===== config.mk =====
export PLATFORM = sky130hd
export DESIGN_NAME = engine_stride_index_multi_channel
export DESIGN_NICKNAME = d
export VERILOG_FILES = /design/src/rtl/engine_stride_index_multi_channel_pkg.sv /design/src/rtl/engine_stride_index_rr_select.sv /design/src/rtl/engine_stride_index_multi_channel.sv
export SDC_FILE = /design/constraint.sdc
export NUM_CORES = 1
export LEC_CHECK = 0
export BUFFER_PORTS_ARGS = -buffer_cell sky130_fd_sc_hd__buf_2
export CORE_MARGIN = 4
export CORE_UTILIZATION = 30
export DETAILED_ROUTE_END_ITERATION = 10
export PLACE_DENSITY = 0.57
export SLEW_MARGIN = 20
export SYNTH_ARGS = -nofsm -noshare
export SYNTH_HDL_FRONTEND = slang
export SYNTH_SLANG_ARGS = --single-unit

===== constraint.sdc =====
create_clock -name ap_clk -period 6.8 [get_ports ap_clk]
set_input_delay 0.34 -clock ap_clk [delete_from_list [all_inputs] [get_ports ap_clk]]
set_output_delay 0.34 -clock ap_clk [all_outputs]
set_load 0.02 [all_outputs]

===== src/rtl/engine_stride_index_multi_channel_pkg.sv =====
// Shared types for the multi-channel stride index engine: FSM state encoding,
// the default-geometry job configuration record and a channel-index width helper.
package engine_stride_index_multi_channel_pkg;

  localparam int SI_NUM_CHANNELS = 4;
  localparam int SI_ADDR_WIDTH   = 32;
  localparam int SI_META_WIDTH   = 32;

  typedef enum logic [2:0] {
    MC_RESET,
    MC_IDLE,
    MC_SETUP,
    MC_START,
    MC_BUSY,
    MC_PAUSE,
    MC_DONE
  } engine_stride_index_mc_state;

  // Job layout at the default geometry; the engine mirrors it at its own widths.
  typedef struct packed {
    logic                       increment;
    logic                       decrement;
    logic [SI_ADDR_WIDTH-1:0]   index_start;
    logic [SI_ADDR_WIDTH-1:0]   index_end;
    logic [SI_ADDR_WIDTH-1:0]   stride;
    logic [SI_ADDR_WIDTH-1:0]   granularity;
    logic [SI_META_WIDTH-1:0]   meta;
    logic [SI_NUM_CHANNELS-1:0] chan_enable;
  } StrideIndexMCConfiguration;

  function automatic int chan_width(input int n);
    return (n > 1) ? $clog2(n) : 1;
  endfunction

endpackage


===== src/rtl/engine_stride_index_rr_select.sv =====
// Finds the next enabled channel after i_cur_ch, wrapping NUM_CHANNELS-1 -> 0.
// If nothing else is enabled the current channel is returned.
module engine_stride_index_rr_select
  import engine_stride_index_multi_channel_pkg::*;
#(
  parameter int NUM_CHANNELS = 4,
  localparam int CH_W = chan_width(NUM_CHANNELS)
) (
  input  logic [CH_W-1:0]         i_cur_ch,
  input  logic [NUM_CHANNELS-1:0] i_enable,
  output logic [CH_W-1:0]         o_next_ch
);

  logic [CH_W:0]           w_shamt;
  logic [NUM_CHANNELS-1:0] w_rot;

  // Bit k of w_rot is the enable of channel (cur + 1 + k) mod NUM_CHANNELS.
  assign w_shamt = {1'b0, i_cur_ch} + {{CH_W{1'b0}}, 1'b1};
  assign w_rot   = NUM_CHANNELS'({i_enable, i_enable} >> w_shamt);

  always_comb begin : find_next
    int nxt;
    o_next_ch = i_cur_ch;
    for (int k = NUM_CHANNELS - 1; k >= 0; k--) begin
      nxt = (int'(i_cur_ch) + 1 + k) % NUM_CHANNELS;
      if (w_rot[k]) o_next_ch = CH_W'(nxt);
    end
  end

endmodule


===== src/rtl/engine_stride_index_multi_channel.sv =====
// Stride index generator dealing chunks of 'granularity' indices round-robin over
// NUM_CHANNELS valid/ready channels, with enable mask, pause and wrap-safe termination.
module engine_stride_index_multi_channel
  import engine_stride_index_multi_channel_pkg::*;
#(
  parameter int NUM_CHANNELS = 4,
  parameter int ADDR_WIDTH   = 32,
  parameter int META_WIDTH   = 32
) (
  input  logic                           ap_clk,
  input  logic                           ap_rst_n,
  input  logic                           cfg_valid,
  input  logic                           cfg_increment,
  input  logic                           cfg_decrement,
  input  logic [ADDR_WIDTH-1:0]          cfg_index_start,
  input  logic [ADDR_WIDTH-1:0]          cfg_index_end,
  input  logic [ADDR_WIDTH-1:0]          cfg_stride,
  input  logic [ADDR_WIDTH-1:0]          cfg_granularity,
  input  logic [META_WIDTH-1:0]          cfg_meta,
  input  logic [NUM_CHANNELS-1:0]        chan_enable,
  input  logic                           pause_in,
  output logic [NUM_CHANNELS-1:0]        out_valid,
  output logic [NUM_CHANNELS*ADDR_WIDTH-1:0] out_index,
  output logic [META_WIDTH-1:0]          out_meta,
  input  logic [NUM_CHANNELS-1:0]        out_ready,
  output logic                           busy_out,
  output logic                           done_out,
  output logic                           error_out
);

  localparam int CH_W = chan_width(NUM_CHANNELS);
  localparam logic [CH_W-1:0] LAST_CH = CH_W'(NUM_CHANNELS - 1);

  typedef struct packed {
    logic                    increment;
    logic                    decrement;
    logic [ADDR_WIDTH-1:0]   index_start;
    logic [ADDR_WIDTH-1:0]   index_end;
    logic [ADDR_WIDTH-1:0]   stride;
    logic [ADDR_WIDTH-1:0]   granularity;
    logic [META_WIDTH-1:0]   meta;
    logic [NUM_CHANNELS-1:0] chan_enable;
  } job_t;

  engine_stride_index_mc_state r_state;
  job_t                        r_job;
  logic [ADDR_WIDTH-1:0]       r_idx;
  logic [ADDR_WIDTH-1:0]       r_cnt;
  logic [CH_W-1:0]             r_cur_ch;
  logic [NUM_CHANNELS-1:0]     r_valid;
  logic [ADDR_WIDTH-1:0]       r_index [NUM_CHANNELS];
  logic                        r_pause_req;
  logic                        r_busy;
  logic                        r_done;
  logic                        r_error;

  logic [CH_W-1:0]       w_rr_cur;
  logic [CH_W-1:0]       w_rr_next;
  logic [CH_W-1:0]       w_ch_after;
  logic [ADDR_WIDTH:0]   w_step;
  logic [ADDR_WIDTH-1:0] w_next_idx;
  logic [ADDR_WIDTH-1:0] w_gran;
  logic [ADDR_WIDTH-1:0] w_cnt_inc;
  logic [ADDR_WIDTH-1:0] w_cnt_after;
  logic                  w_last;
  logic                  w_accept;
  logic                  w_chunk_end;
  logic                  w_cfg_err;
  logic                  w_empty;

  // In START the search begins "after" the last channel so the lowest enabled one wins.
  assign w_rr_cur = (r_state == MC_START) ? LAST_CH : r_cur_ch;

  engine_stride_index_rr_select #(
    .NUM_CHANNELS (NUM_CHANNELS)
  ) u_rr_select (
    .i_cur_ch  (w_rr_cur),
    .i_enable  (r_job.chan_enable),
    .o_next_ch (w_rr_next)
  );

  assign w_step = r_job.increment ? ({1'b0, r_idx} + {1'b0, r_job.stride})
                                  : ({1'b0, r_idx} - {1'b0, r_job.stride});
  assign w_next_idx = w_step[ADDR_WIDTH-1:0];
  // The top bit is carry (ascending) or borrow (descending): either ends the job.
  assign w_last = w_step[ADDR_WIDTH] |
                  (r_job.increment ? (w_next_idx >= r_job.index_end)
                                   : (w_next_idx <= r_job.index_end));

  assign w_gran      = (r_job.granularity == '0) ? ADDR_WIDTH'(1) : r_job.granularity;
  assign w_cnt_inc   = r_cnt + ADDR_WIDTH'(1);
  assign w_chunk_end = (w_cnt_inc >= w_gran);
  assign w_cnt_after = w_chunk_end ? '0 : w_cnt_inc;
  assign w_ch_after  = w_chunk_end ? w_rr_next : r_cur_ch;
  assign w_accept    = r_valid[r_cur_ch] & out_ready[r_cur_ch];

  assign w_cfg_err = (r_job.increment == r_job.decrement) | (r_job.stride == '0) |
                     (r_job.chan_enable == '0);
  assign w_empty   = r_job.increment ? (r_job.index_start >= r_job.index_end)
                                     : (r_job.index_start <= r_job.index_end);

  always_ff @(posedge ap_clk or negedge ap_rst_n) begin
    if (!ap_rst_n) begin
      r_state     <= MC_RESET;
      r_job       <= '0;
      r_idx       <= '0;
      r_cnt       <= '0;
      r_cur_ch    <= '0;
      r_valid     <= '0;
      for (int c = 0; c < NUM_CHANNELS; c++) r_index[c] <= '0;
      r_pause_req <= 1'b0;
      r_busy      <= 1'b0;
      r_done      <= 1'b0;
      r_error     <= 1'b0;
    end else begin
      case (r_state)
        MC_RESET: r_state <= MC_IDLE;
        MC_IDLE, MC_DONE: begin
          if (cfg_valid) begin
            r_job.increment   <= cfg_increment;
            r_job.decrement   <= cfg_decrement;
            r_job.index_start <= cfg_index_start;
            r_job.index_end   <= cfg_index_end;
            r_job.stride      <= cfg_stride;
            r_job.granularity <= cfg_granularity;
            r_job.meta        <= cfg_meta;
            r_state           <= MC_SETUP;
            r_busy            <= 1'b1;
            r_done            <= 1'b0;
            r_error           <= 1'b0;
          end
        end
        MC_SETUP: begin
          r_job.chan_enable <= chan_enable;
          r_state           <= MC_START;
        end
        MC_START: begin
          if (w_cfg_err || w_empty) begin
            r_state <= MC_DONE;
            r_busy  <= 1'b0;
            r_done  <= 1'b1;
            r_error <= w_cfg_err;
          end else begin
            r_state             <= MC_BUSY;
            r_idx               <= r_job.index_start;
            r_cnt               <= '0;
            r_cur_ch            <= w_rr_next;
            r_valid             <= NUM_CHANNELS'(1) << w_rr_next;
            r_index[w_rr_next]  <= r_job.index_start;
            r_pause_req         <= 1'b0;
          end
        end
        MC_BUSY: begin
          if (w_accept) begin
            if (w_last) begin
              r_valid     <= '0;
              r_state     <= MC_DONE;
              r_busy      <= 1'b0;
              r_done      <= 1'b1;
              r_pause_req <= 1'b0;
            end else begin
              r_idx    <= w_next_idx;
              r_cnt    <= w_cnt_after;
              r_cur_ch <= w_ch_after;
              if (pause_in || r_pause_req) begin
                r_valid     <= '0;
                r_state     <= MC_PAUSE;
                r_pause_req <= 1'b0;
              end else begin
                r_valid             <= NUM_CHANNELS'(1) << w_ch_after;
                r_index[w_ch_after] <= w_next_idx;
              end
            end
          end else if (pause_in) begin
            r_pause_req <= 1'b1;
          end
        end
        MC_PAUSE: begin
          if (!pause_in) begin
            r_state           <= MC_BUSY;
            r_valid           <= NUM_CHANNELS'(1) << r_cur_ch;
            r_index[r_cur_ch] <= r_idx;
          end
        end
        default: r_state <= MC_IDLE;
      endcase
    end
  end

  for (genvar gi = 0; gi < NUM_CHANNELS; gi++) begin : g_out_index
    assign out_index[gi*ADDR_WIDTH +: ADDR_WIDTH] = r_index[gi];
  end

  assign out_valid = r_valid;
  assign out_meta  = r_job.meta;
  assign busy_out  = r_busy;
  assign done_out  = r_done;
  assign error_out = r_error;

endmodule


==> results of run 1 <==
-- worst max-delay path, delay by kind of cell, from the launching register on --
family	cells	cell delay [ns]
adder cells (fa/ha/maj)	2	0.70
flip-flops	1	0.38
AO/OA/AOI/OAI	13	3.60
AND/OR/NAND/NOR	5	0.98
XOR/XNOR	2	0.39
buffers and inverters	2	0.37
-- area by class of cell --
| cell class | count | area, um2 | share of cell area [%] |
|---|---|---|---|
| flip-flops and latches | 371 | 9285 | 30.61 |
| multi-input cells | 1968 | 13710 | 45.19 |
| repair buffers | 573 | 3925 | 12.94 |
| inverters | 121 | 454.2 | 1.497 |
| clock inverters | 17 | 227.7 | 0.7506 |
| well taps | 1050 | 1314 | 4.330 |
| clock buffers | 71 | 1418 | 4.673 |
| diodes | 2 | 5.005 | 0.01650 |
-- logic make-up after synthesis --
group / after synthesis
xor gates and xnor gates: 87
adders and majority gates: 132
buffers and inverters: 313
DFF: 371
and+or+nand+nor: 715
muxes: 194
AOI/OAI and AO/OA: 840
-- cell usage in the layout (no fill, tap or decap), types with 12 or more instances in the layout --
cell type | Yosys | final
nand2_1 | 382 | 381
dfrtp_1 | 371 | 370
buf_2 | 32 | 339
a21oi_1 | 295 | 293
mux2_2 | 171 | 171
dlygate4sd3_1 | 0 | 146
ha_1 | 131 | 130
a22o_1 | 126 | 126
o21ai_0 | 120 | 119
inv_1 | 119 | 117
nor2_1 | 102 | 97
buf_4 | 33 | 77
a221o_1 | 63 | 63
a31oi_1 | 57 | 56
xor2_1 | 51 | 50
clkbuf_16 | 0 | 48
xnor2_1 | 36 | 34
nor2b_1 | 34 | 33
nand3_1 | 29 | 29
nand4_1 | 25 | 25
nor3_1 | 26 | 23
mux2i_1 | 23 | 23
and3_1 | 21 | 21
a21o_1 | 22 | 21
o21a_1 | 16 | 16
nand2b_1 | 16 | 15
and2_1 | 14 | 14
o211ai_1 | 14 | 14
nor4_1 | 17 | 13
clkbuf_8 | 0 | 13
o31ai_1 | 13 | 12
-- worst max-delay path by stage --
stage / from / endpoint / slack, ns / depth (start not counted)
2_1_floorplan: r_job[165] / flop / 0.88 / 24
3_3_place_gp: r_job[74] / flop / 0.09 / 27
3_5_place_dp: r_job[72] / flop / -0.06 / 26
4_1_cts: r_job[74] / flop / 0.04 / 27
5_1_grt: r_job[74] / flop / -0.03 / 28
6_report: r_job[76] / flop / 0.28 / 24
-- routing by layer --
metal / up-vias / share of wire (%)
met2: 958 / 44
met1: 11090 / 44
met3: 145 / 8.3
li1: 10530 / -
met5: - / 0.014
met4: 2 / 3.4
-- repair_timing --
item / CTS / global route
gates resized for setup: 2 / 32
hold endpoints to repair: 254 / 0
endpoints found under the setup margin: 124 / 193
setup buffers: 0 / 3
hold buffers: 146 / 0
pin swaps: 0 / 7
-- stage by stage --
stage	worst slack [ns]	std cells	instance area, um2	util (%)	setup TNS, ns
3_5_place_dp	-0.06484	3934	27040	34.06	-4.082
5_1_grt	-0.02941	4173	30340	38.22	-0.3407
2_1_floorplan	0.8752	2652	24150	-	0
3_3_place_gp	0.09324	3934	27040	34.06	0
4_1_cts	0.04000	4168	30160	37.99	0
6_report	0.2840	4173	30340	38.22	0
==> flow_metrics.py, run 1 <==
metrics = {
    "placement": {
        "portBuffers": 340,
        "gp_congestion": 0.9153,
        "hpwl_um": 67360,
    },
    "setup_path": {
        "critPathMaxFanout": 20,
        "cp-start-kind": "flop",
        "r2r_start": "r_job[76]",
        "rrSetupSlack_ns": 0.28,
        "crit_slowest_cell": "o41a_1",
        "worstRegToRegCells": 24,
        "crit_type": "flop to flop",
        "cp-end-kind": "flop",
        "cp_cell_sequence": "buf_4, nor4_2, and4_4, nor2_1, xnor2_1, ha_1, a21o_4, a31o_2, a211oi_1, nor2_1, a31o_2, a311oi_1, xnor2_1, ha_1, a21oi_1, o21ai_0, a221o_1, a22o_1, a221oi_2, nand2_1, o41a_1, a211o_1, buf_4, a22o_1",
        "required_ns": 7.30,
        "cp_slowest_stage_delay_ns": 0.50,
        "cp.arrival_ns": 7.02,
    },
    "synthesis": {
        "synth_edf_count": 0,
        "synthArstFlopShare_pct": 100.0,
        "postSynthCellCount": 2652,
        "netlist.area_leader.share_pct": 38.45,
        "synthMuxAreaShare_pct": 8.927,
        "syn-num-nets": 2958,
        "syn_avg_cell_area_um2": 9.106,
        "synth_simple_gate_area_share_pct": 13.53,
        "synthXorXnorAreaFrac_pct": 3.155,
        "synth_top_family_by_area": "compound AO/OA/AOI/OAI gates",
        "synth_warnings": 0,
        "synth_area_leaders": "dfrtp_1, mux2_2, ha_1",
        "yosys_most_used_dff": "dfrtp_1",
        "synthAdderAreaFrac_pct": 6.870,
        "netlist_area_mm2": 0.02415,
        "synthTopCellsByCount": "nand2_1, dfrtp_1, a21oi_1",
        "yosysUniqueCellTypes": 85,
        "synth_seq_cells": 371,
        "synth_compound_area_share_pct": 23.44,
        "synth.most_common_cell": "nand2_1",
        "seq_area_frac_synth_pct": 38.45,
        "yosys.area.top_type": "dfrtp_1",
    },
    "cts": {
        "clk_pin_slew_worst_paths_ns": 0.06,
        "htree_levels": 2,
        "clk_latency_ns": 0.62,
        "cts_sinks": 371,
        "root_buffer": "clkbuf_16",
        "cts_tree": "done",
        "ctsLongestPathBuffers": 3,
        "cts_inserted_buffers": 48,
    },
    "global_routing": {
        "grt-busiest-layer": "met2",
        "grt_antenna_before_repair": 3,
        "overflow": 0,
        "grt_util_met2_pct": 31.33,
        "grt_pass1_wl_um": 138000,
        "met3_usage_pct": 3.674,
        "grt_max_degree": 127,
        "grt_pass1_vias": 21744,
        "track_usage_pct": 20.69,
        "grt_use_met1_pct": 29.95,
    },
    "sta": {
        "clock_skew_ns": 0.04067,
        "relSlewSlack_pct": 29.59,
        "min_period_ns": 6.516,
        "slew_violations": 0,
        "whs_ns": 0.01533,
        "setup_viol": 0,
        "worst_pin_slew_ns": 1.056,
        "finalCritPeriodShare_pct": 95.82,
        "hold_viol": 0,
        "fmax_ghz": 0.1535,
    },
    "die": {
        "std_cell_rows": 103,
        "initial_utilization_pct": 30.42,
        "pin_count": 341,
        "die_w_um": 291.7,
        "core_mm2": 0.07939,
        "die_h_um": 291.7,
        "die_area_mm2": 0.08510,
    },
    "routing": {
        "wirelength_um": 91450,
        "vias": 22725,
        "remaining_drc_errors": 0,
        "ant_nets": 0,
        "first_pass_iters": 7,
        "post_drt_wl_per_cell_um": 21.91,
        "drt-vias-per-instance": 5.446,
        "drt_iter0_drc": 2091,
    },
    "final_layout": {
        "fillers": 7992,
        "drive_gt1_share_pct": 23.84,
        "final_nets": 3389,
        "syn_to_final_growth_pct": 25.63,
    },
    "run": {
        "maxCapViolCount": 0,
    },
    "worst_hold_path": {
        "whs_path_depth": 2,
        "min_path_type": "input pin to flop",
        "holdCritStartpoint": "cfg_stride[19]",
        "hold_end": "r_job[87]",
    },
    "outcome": {
        "status": "complete, no violations",
    },
}
Power of run 1 is left out: the tool's default activity adds up to more than one toggle a clock period on the data nets, which glitch-free logic cannot reach.
==> run 2: changes to the inputs <==
--- a/config.mk
+++ b/config.mk
@@ -9,6 +9,7 @@
 export CORE_MARGIN = 4
 export CORE_UTILIZATION = 30
 export DETAILED_ROUTE_END_ITERATION = 10
+export HOLD_SLACK_MARGIN = 0.03
 export PLACE_DENSITY = 0.57
 export SLEW_MARGIN = 20
 export SYNTH_ARGS = -nofsm -noshare
==> constraint.sdc (replaced) <==
create_clock -name ap_clk -period 7.7 [get_ports ap_clk]
set_input_delay 0.385 -clock ap_clk [delete_from_list [all_inputs] [get_ports ap_clk]]
set_output_delay 0.385 -clock ap_clk [all_outputs]
set_load 0.02 [all_outputs]
==> flow_metrics.py, run 2 (synthesized netlist as in run 1, its figures left out) <==
metrics = {
    "routing": {
        "drt-vias-per-instance": 5.483,
        "remaining_drc_errors": 0,
        "drt_iter0_drc": 2323,
        "ant_nets": 0,
        "first_pass_iters": 6,
        "post_drt_wl_per_cell_um": 22.24,
        "wirelength_um": 92090,
        "vias": 22699,
    },
    "sta": {
        "setup_viol": 0,
        "finalCritPeriodShare_pct": 92.85,
        "clock_skew_ns": 0.03267,
        "fmax_ghz": 0.1399,
        "min_period_ns": 7.149,
        "rsz0062_at_grt": "false",
        "relSlewSlack_pct": 28.93,
        "fin_tns_setup_ns": 0,
        "hold_viol": 0,
        "slew_violations": 0,
        "worst_pin_slew_ns": 1.058,
    },
    "setup_path": {
        "critPathLaunch": "r_job[76]",
        "cp-start-kind": "flop",
        "cp_slowest_stage_delay_ns": 0.56,
        "r2r_start": "r_job[76]",
        "crit_type": "flop to flop",
        "required_ns": 8.18,
        "crit_slowest_cell": "o41a_2",
        "cp-end-kind": "flop",
        "rrSetupSlack_ns": 0.55,
        "critPathMaxFanout": 31,
        "cp.arrival_ns": 7.63,
        "worstRegToRegCells": 28,
    },
    "die": {
        "die_area_mm2": 0.08510,
        "die_h_um": 291.7,
        "die_w_um": 291.7,
        "pin_count": 341,
        "std_cell_rows": 103,
        "initial_utilization_pct": 30.42,
        "core_mm2": 0.07939,
    },
    "worst_hold_path": {
        "whs_path_depth": 2,
        "hold_end": "r_job[137]",
        "holdCritStartpoint": "cfg_index_start[5]",
        "min_path_type": "input pin to flop",
    },
    "global_routing": {
        "grt_antenna_before_repair": 8,
        "overflow": 0,
        "grt_max_degree": 124,
        "grt_pass1_wl_um": 138500,
        "track_usage_pct": 20.76,
        "grt_pass1_vias": 21908,
    },
    "cts": {
        "clk_latency_ns": 0.61,
        "root_buffer": "clkbuf_16",
        "postCtsSetupBuffers": 0,
        "cts_tree": "done",
        "ctsLongestPathBuffers": 3,
        "clk_pin_slew_worst_paths_ns": 0.06,
        "cts_sinks": 371,
        "cts_inserted_buffers": 46,
        "htree_levels": 2,
    },
    "final_layout": {
        "final-instance-count-excl-fill": 4140,
        "syn_to_final_growth_pct": 23.66,
        "final_common_cell": "nand2_1",
        "drive_gt1_share_pct": 22.23,
        "fillers": 8020,
        "final_nets": 3353,
        "layout_common_cells": "nand2_1, dfrtp_1, buf_2",
    },
    "placement": {
        "gp_congestion": 0.9401,
        "portBuffers": 340,
        "dpl.cell_count": 3898,
        "hpwl_um": 67230,
    },
    "run": {
        "maxCapViolCount": 0,
    },
    "outcome": {
        "status": "complete, no violations",
    },
}
## run 2: layout make-up
cell class | count | area, um2 | area share (%)
Antenna cell | 8 | 20.02 | 0.06704
Tap cell | 1050 | 1314 | 4.399
Clock inverter | 16 | 168.9 | 0.5656
Inverter | 121 | 454.2 | 1.521
Sequential cell | 371 | 9284 | 31.09
Multi-Input combinational cell | 1968 | 13600 | 45.53
Clock buffer | 67 | 1380 | 4.621
Timing Repair Buffer | 539 | 3646 | 12.21
## run 2: what timing repair did
item / 4_1_cts / 5_1_grt
hold buffers: 151 / 0
resized for setup: 0 / 3
endpoints found under the hold margin: 240 / 0
endpoints found under the setup margin: 0 / 125
## run 2: worst max-delay path by stage
stage                end  depth (start not counted)
global placement    flop                         27
finish              flop                         28
floorplan           flop                         24
detailed placement  flop                         27
CTS                 flop                         27
global route        flop                         28
## run 2: per-layer routing
metal	track usage, %	share of wire (%)	wire length (um)
met2	31.54	44	40080
met4	6.830	3.2	2947
met3	4.259	8.9	8201
met5	0.7761	0.10	92
met1	29.46	44	40760
## run 2: critical path, delay by kind of cell, from the launching register on
| kind | cells | cell delay (ns) |
|---|---|---|
| AOI/OAI and AO/OA | 11 | 3.07 |
| xor gates and xnor gates | 2 | 0.44 |
| adders and majority gates | 2 | 0.69 |
| buffers and inverters | 3 | 0.51 |
| DFF | 1 | 0.41 |
| and+or+nand+nor | 10 | 1.87 |
## run 2: metrics by stage
step	hold slack (ns)	cell area (um2)	util [%]	setup slack (ns)
floorplan	0.08941	24150	-	1.775
global placement	0.4683	26770	33.72	0.6102
detailed placement	0.4750	26770	33.72	0.4050
CTS	0.03045	29830	37.58	0.3931
global route	0.04274	29850	37.61	0.004836
finish	0.06021	29860	37.62	0.5506
Power of run 2 is left out for the same reason.
